--- src/rtl/tl_pkg.sv ---
// TileLink D-channel types shared by the D-channel arbiter and its picker.
package tl_pkg;

    typedef enum logic [2:0] {
        AccessAck     = 3'd0,
        AccessAckData = 3'd1,
        HintAck       = 3'd2,
        Grant         = 3'd4,
        GrantData     = 3'd5,
        ReleaseAck    = 3'd6
    } tl_d_op_e;

    typedef struct packed {
        tl_d_op_e    opcode;
        logic [1:0]  param;
        logic [3:0]  size;
        logic [7:0]  source;
        logic [7:0]  sink;
        logic        denied;
        logic [63:0] data;
        logic        corrupt;
    } tl_d_t;

    typedef enum logic [0:0] {
        StIdle,
        StBurst
    } arb_state_e;

    function automatic logic d_has_data(input tl_d_op_e op);
        return (op == AccessAckData) || (op == GrantData);
    endfunction

endpackage

--- src/rtl/tl_rr_pick.sv ---
// Combinational round-robin picker: first set request at or after ptr_i, searching cyclically.
module tl_rr_pick #(
    parameter int unsigned N    = 2,
    parameter int unsigned IdxW = (N > 1) ? $clog2(N) : 1
) (
    input  logic [N-1:0]    req_i,
    input  logic [IdxW-1:0] ptr_i,
    output logic [N-1:0]    gnt_o,
    output logic [IdxW-1:0] idx_o
);

    logic            found;
    logic [IdxW-1:0] cand;

    always_comb begin
        gnt_o = '0;
        idx_o = '0;
        found = 1'b0;
        cand  = '0;
        for (int unsigned i = 0; i < N; i++) begin
            cand = IdxW'((32'(ptr_i) + i) % N);
            if (!found && req_i[cand]) begin
                found = 1'b1;
                idx_o = cand;
            end
        end
        if (found) begin
            gnt_o[idx_o] = 1'b1;
        end
    end

endmodule

--- src/rtl/tl_burst_arbiter_d.sv ---
// N-to-1 TileLink D-channel arbiter: round-robin between messages, locked for a whole burst.
// Define TL_ARB_D_PRIO_EN to add prio_i, which restricts the idle search to prioritised sources.
module tl_burst_arbiter_d
    import tl_pkg::*;
#(
    parameter int unsigned  N_SRC      = 2,
    parameter type          DATA_T     = tl_d_t,
    parameter int unsigned  BEAT_BYTES = 8,
    parameter int unsigned  MAX_SIZE   = 6,
    localparam int unsigned IdxW       = (N_SRC > 1) ? $clog2(N_SRC) : 1
) (
    input  logic             clk_i,
    input  logic             rst_i,
    input  DATA_T            inp_bits_i [N_SRC],
    input  logic [N_SRC-1:0] inp_valid_i,
`ifdef TL_ARB_D_PRIO_EN
    input  logic [N_SRC-1:0] prio_i,
`endif
    output logic [N_SRC-1:0] inp_ready_o,
    output DATA_T            oup_bits_o,
    output logic             oup_valid_o,
    input  logic             oup_ready_i,
    output logic             oup_first_o,
    output logic             oup_last_o,
    output logic [IdxW-1:0]  grant_idx_o,
    output logic             busy_o
);

    localparam int unsigned BeatLog = $clog2(BEAT_BYTES);
    localparam int unsigned MaxLog  = (MAX_SIZE > BeatLog) ? MAX_SIZE - BeatLog : 0;
    localparam int unsigned CntW    = MaxLog + 1;

    arb_state_e      state_q, state_d;
    logic [IdxW-1:0] rr_ptr_q, rr_ptr_d;
    logic [IdxW-1:0] lock_idx_q, lock_idx_d;
    logic [IdxW-1:0] hold_idx_q, hold_idx_d;
    logic            hold_q, hold_d;
    logic [CntW-1:0] beats_left_q, beats_left_d;

    logic [N_SRC-1:0] req;
    logic [N_SRC-1:0] pick_gnt;
    logic [IdxW-1:0]  pick_idx;
    logic [IdxW-1:0]  grant_idx;
    logic [N_SRC-1:0] grant_oh;
    logic [CntW-1:0]  beats;
    int unsigned      size_eff;
    logic             hs;

`ifdef TL_ARB_D_PRIO_EN
    assign req = (|(inp_valid_i & prio_i)) ? (inp_valid_i & prio_i) : inp_valid_i;
`else
    assign req = inp_valid_i;
`endif

    tl_rr_pick #(
        .N    (N_SRC),
        .IdxW (IdxW)
    ) u_pick (
        .req_i (req),
        .ptr_i (rr_ptr_q),
        .gnt_o (pick_gnt),
        .idx_o (pick_idx)
    );

    // Oversized transfers clamp to MAX_SIZE so the counter can never overflow.
    always_comb begin
        size_eff = 32'(oup_bits_o.size);
        if (size_eff > MAX_SIZE) begin
            size_eff = MAX_SIZE;
        end
        beats = CntW'(1);
        if (d_has_data(oup_bits_o.opcode) && (size_eff > BeatLog)) begin
            beats = CntW'(1) << (size_eff - BeatLog);
        end
    end

    always_ff @(posedge clk_i or negedge rst_i) begin
        if (!rst_i) begin
            state_q      <= StIdle;
            rr_ptr_q     <= '0;
            lock_idx_q   <= '0;
            hold_idx_q   <= '0;
            hold_q       <= 1'b0;
            beats_left_q <= '0;
        end else begin
            state_q      <= state_d;
            rr_ptr_q     <= rr_ptr_d;
            lock_idx_q   <= lock_idx_d;
            hold_idx_q   <= hold_idx_d;
            hold_q       <= hold_d;
            beats_left_q <= beats_left_d;
        end
    end

    assign hs = oup_valid_o & oup_ready_i;

    always_comb begin
        state_d      = state_q;
        rr_ptr_d     = rr_ptr_q;
        lock_idx_d   = lock_idx_q;
        hold_idx_d   = hold_idx_q;
        hold_d       = hold_q;
        beats_left_d = beats_left_q;
        unique case (state_q)
            StIdle: begin
                // A presented but unaccepted winner keeps the grant until it is taken.
                hold_d     = oup_valid_o & ~oup_ready_i;
                hold_idx_d = grant_idx;
                if (hs) begin
                    rr_ptr_d = (grant_idx == IdxW'(N_SRC - 1)) ? '0 : grant_idx + 1'b1;
                    if (beats > CntW'(1)) begin
                        lock_idx_d   = grant_idx;
                        beats_left_d = beats - 1'b1;
                        state_d      = StBurst;
                    end
                end
            end
            StBurst: begin
                hold_d = 1'b0;
                if (hs) begin
                    beats_left_d = beats_left_q - 1'b1;
                    if (beats_left_q == CntW'(1)) begin
                        state_d = StIdle;
                    end
                end
            end
            default: state_d = StIdle;
        endcase
    end

    always_comb begin
        grant_idx = pick_idx;
        grant_oh  = pick_gnt;
        if (state_q == StBurst) begin
            grant_idx = lock_idx_q;
        end else if (hold_q) begin
            grant_idx = hold_idx_q;
        end
        if ((state_q == StBurst) || hold_q) begin
            grant_oh            = '0;
            grant_oh[grant_idx] = 1'b1;
        end
        oup_bits_o  = inp_bits_i[grant_idx];
        oup_valid_o = rst_i & inp_valid_i[grant_idx];
        inp_ready_o = {N_SRC{oup_ready_i & rst_i}} & inp_valid_i & grant_oh;
        oup_first_o = (state_q == StIdle);
        oup_last_o  = (state_q == StIdle) ? (beats == CntW'(1)) : (beats_left_q == CntW'(1));
        busy_o      = (state_q == StBurst);
        grant_idx_o = grant_idx;
    end

    // Sizes beyond MAX_SIZE are clamped above but are still a protocol error upstream.
    assert property (@(posedge clk_i) disable iff (!rst_i)
                     oup_valid_o |-> (32'(oup_bits_o.size) <= MAX_SIZE));

endmodule

--- config.mk ---
export PLATFORM = sky130hd
export DESIGN_NAME = tl_burst_arbiter_d
export DESIGN_NICKNAME = d
export VERILOG_FILES = /design/src/rtl/tl_pkg.sv /design/src/rtl/tl_rr_pick.sv /design/src/rtl/tl_burst_arbiter_d.sv
export SDC_FILE = /design/constraint.sdc
export NUM_CORES = 1
export LEC_CHECK = 0
export CORE_AREA = 2 2 110 112
export CTS_CLUSTER_DIAMETER = 80
export CTS_CLUSTER_SIZE = 16
export DETAILED_ROUTE_END_ITERATION = 8
export DIE_AREA = 0 0 112 114
export GPL_TIMING_DRIVEN = 0
export PLACE_DENSITY = 0.7
export SLEW_MARGIN = 15
export SYNTH_ARGS = -nofsm -noshare
export SYNTH_HDL_FRONTEND = slang
export SYNTH_HIERARCHICAL = 1
export SYNTH_SLANG_ARGS = --single-unit
--- constraint.sdc ---
create_clock -name clk_i -period 3.8 [get_ports clk_i]
set_input_delay 0.76 -clock clk_i [delete_from_list [all_inputs] [get_ports clk_i]]
set_output_delay 0.76 -clock clk_i [all_outputs]
set_load 0.03 [all_outputs]
==> run metrics <==
Finish-stage setup viols 3; DRC 0; Slew HR 0.649; Design Area, Final 0.00532 sq mm; Static Leak 2.78 nW; Yosys cell types 41; Reg clk slew, reported paths 0.04 ns; All-Layer GR Usage 0.168; final hold violation count 0; total clock sinks 9; largest net degree at the start of global routing 15; hold_buf cts 0; synthesized net count 571; DRT iter0 DRCs 136; DIE WIDTH 112 um; initial antenna violation count 0; min Tclk post-route 4.14 ns; area share of xor/xnor cells in the synthesized design 0; RSZ-0062 raised after global routing true; Compound-Gate Fraction of Synth Area 0.0919; Antenna Nets Post-Route 0; violated checks setup timing; fin worst setup slack -0.339 ns; startpoint types input port; filler cell count 1,204; mux cell area share after synthesis 0.110; Synth Warn # 6; crit path capture type output port; Worst-Skew Late Latency 0.24 ns; area added between synthesis and finish 171%; final WL 11.9 mm; post-synthesis simple-gate area fraction 0.592; Clock Skew 0.00348 ns; num rows 40; CTS buffer count 3; Inserted Diodes 0; vias per cell 4.29; adder-cell area share of the yosys netlist 0.0383; number of global-route vias before repair 3,365; WS Path Type input port to output port; largest family of logic cells by synthesized area simple AND/OR/NAND/NOR gates; crit-path max FO 4; Die ar. 0.0128 sq mm; final core area utilization 0.454; Slew @ Worst Pin 0.525 ns; r2r endpoint beats_left_q[2]; first-pass GRT wire length 17.6 mm; drt first pass iters 4; highest clock rate 0.242 GHz; Placed Area 0.00503 sq mm; area of the core 0.0117 sq mm; Critical Path RT 3.04 ns; GP Congestion 0.806; status finished, violations left; Hold Crit Class input port to asynchronous set/reset pin; vias 3,517; Routed WL per cell 14.5 um; gr ovfl total 0; Die H 114 um; root buffer cell clkbuf_16; Max clock buf depth 2; Mean Syn Cell Area 5.19 sq um; port bufs 284; power density cells 607 mW/mm^2; synthesis-stage register bit count 9; dpl ws -1.79 ns; max_cap viols 0; Seq/Total Area, Yosys 0.115; Final Net Count 866; WHS 0.483 ns; cell area after synthesis 0.00196 sq mm; setup tns final -0.430 ns; H-tree levels 1; Initial Util 0.167; fin crit share 1.09; Final Max Slew Viols 0; setup slack, reg-to-reg 0.08 ns; Worst Path Arrival 3.38 ns; peak supply drop 0.299 mV; Final HPWL DP 9.70 mm; Top Ports 285; R2R depth 18; CTS tree built; layout cells sized above 1 0.0848; Post-Synthesis Cells 378; Crit Reg-Reg Startpoint rr_ptr_q
-- power by group --
part / switching, mW / internal, mW / total, mW
registers: 0.0365 / 0.135 / 0.171
logic: 1.68 / 1.19 / 2.87
clock network: 0.0480 / 0.140 / 0.188
total: 1.77 / 1.46 / 3.23
-- Yosys cell counts --
cell,number,area [sq um]
mux2_2,10,113
nand4b_1,2,17.5
mux2_4,1,15.0
nand2b_1,3,18.8
mux2i_2,1,13.8
a41oi_1,1,8.76
clkbuf_1,16,60.1
nor2b_1,2,12.5
mux2i_1,4,40.0
clkinv_1,1,3.75
a21o_1,2,15.0
o221a_2,1,11.3
o21a_1,1,7.51
nor3b_1,5,37.5
ha_1,6,75.1
a21boi_0,1,7.51
a2111oi_0,1,8.76
nor3_1,3,15.0
o21ai_0,3,15.0
mux2i_4,1,22.5
a21oi_1,4,20.0
mux2_1,1,11.3
nand2_1,265,995
a21boi_1,2,15.0
or3_1,1,6.26
dfrtp_1,9,225
buf_1,4,15.0
o211a_1,1,10.0
o31ai_2,1,12.5
nor4b_1,2,17.5
a31oi_1,1,6.26
or2_2,1,6.26
a21boi_2,1,11.3
o41ai_1,1,8.76
nor2_1,9,33.8
o31a_1,1,8.76
inv_2,1,3.75
o21ai_1,1,5.00
inv_1,5,18.8
a31o_2,1,8.76
conb_1,1,3.75
-- cell usage in the layout, fill, tap and decap left out, types with 2 or more instances in the layout --
| cell | n |
|---|---|
| a21o_1 | 2 |
| a21oi_1 | 4 |
| buf_2 | 2 |
| buf_4 | 7 |
| buf_6 | 2 |
| clkbuf_1 | 3 |
| clkbuf_16 | 3 |
| clkbuf_2 | 13 |
| clkdlybuf4s50_1 | 244 |
| dfrtp_1 | 9 |
| dlymetal6s2s_1 | 36 |
| ha_1 | 4 |
| inv_1 | 5 |
| mux2_2 | 8 |
| mux2_4 | 3 |
| mux2i_1 | 4 |
| nand2_1 | 264 |
| nand2b_1 | 3 |
| nand4b_1 | 2 |
| nor2_1 | 9 |
| nor3_1 | 3 |
| nor3b_1 | 4 |
| nor4b_1 | 2 |
| o21ai_0 | 2 |
-- state kept, by name, summed over array words and instances, names as in the netlist --
| name | count |
|---|---|
| beats_left_q | 4 |
| busy_o | 1 |
| hold_idx_q | 1 |
| hold_q | 1 |
| lock_idx_q | 1 |
| rr_ptr_q | 1 |
-- cell type report --
| class | instances | area, sq um | share of cell area |
|---|---|---|---|
| Timing Repair Buffer | 290 | 2980 | 0.561 |
| Clock buffer | 4 | 78.8 | 0.0148 |
| Tap cell | 147 | 184 | 0.0346 |
| Multi-Input combinational cell | 342 | 1700 | 0.320 |
| Inverter | 7 | 30.0 | 0.00565 |
| Sequential cell | 9 | 225 | 0.0424 |
| Buffer | 20 | 111 | 0.0209 |
-- worst max-delay path, cell delays in order --
cell,delay [ns]
buf_8,0.09
a21boi_4,0.13
mux2_4,0.29
mux2i_4,0.20
buf_6,0.15
mux2_4,0.30
or2_4,0.26
ha_4,0.16
nor3b_4,0.18
nor2b_4,0.17
a21o_1,0.14
ha_2,0.19
nand2_2,0.07
o21ai_4,0.13
buf_6,0.15
-- timing repair --
item | in CTS | in global routing
setup endpoints to repair | 102 | 85
resized for setup | 34 | 60
buffers inserted | 6 | 0
pin swaps | 5 | 2
-- cells by family (layout without fill, tap and decap cells) --
group	count (synthesis)	count (layout)
buffers and inverters	27	321
adders and majority gates	6	6
and+or+nand+nor	293	293
DFF	9	9
AOI/OAI and AO/OA	24	24
other	1	1
muxes	18	18
-- how the worst max path moves through the flow --
stage	startpoint	end	slack (ns)
floorplan	inp_valid_i[1]	oup_last_o	-0.23
finish	inp_valid_i[1]	oup_last_o	-0.34
global route	inp_valid_i[1]	oup_last_o	-0.46
CTS	inp_valid_i[1]	oup_last_o	-0.36
global placement	inp_valid_i[1]	oup_last_o	-1.71
detailed placement	inp_valid_i[1]	oup_last_o	-1.79
-- metal layers --
layer	routed length (um)	vias up	track usage
li1	-	1777	-
met4	202	0	0.0390
met3	922	14	0.0388
met5	0	-	0
met1	4830	1558	0.201
met2	5920	168	0.305
-- per-stage QoR --
step | power [mW] | cells
final | 3.23 | 819
after global routing | 3.43 | 819
after CTS | 3.26 | 819
after detailed placement | 3.00 | 809
after global placement | 2.96 | 809
after floorplan | 1.77 | 378
(Power assumes the default switching activity.)
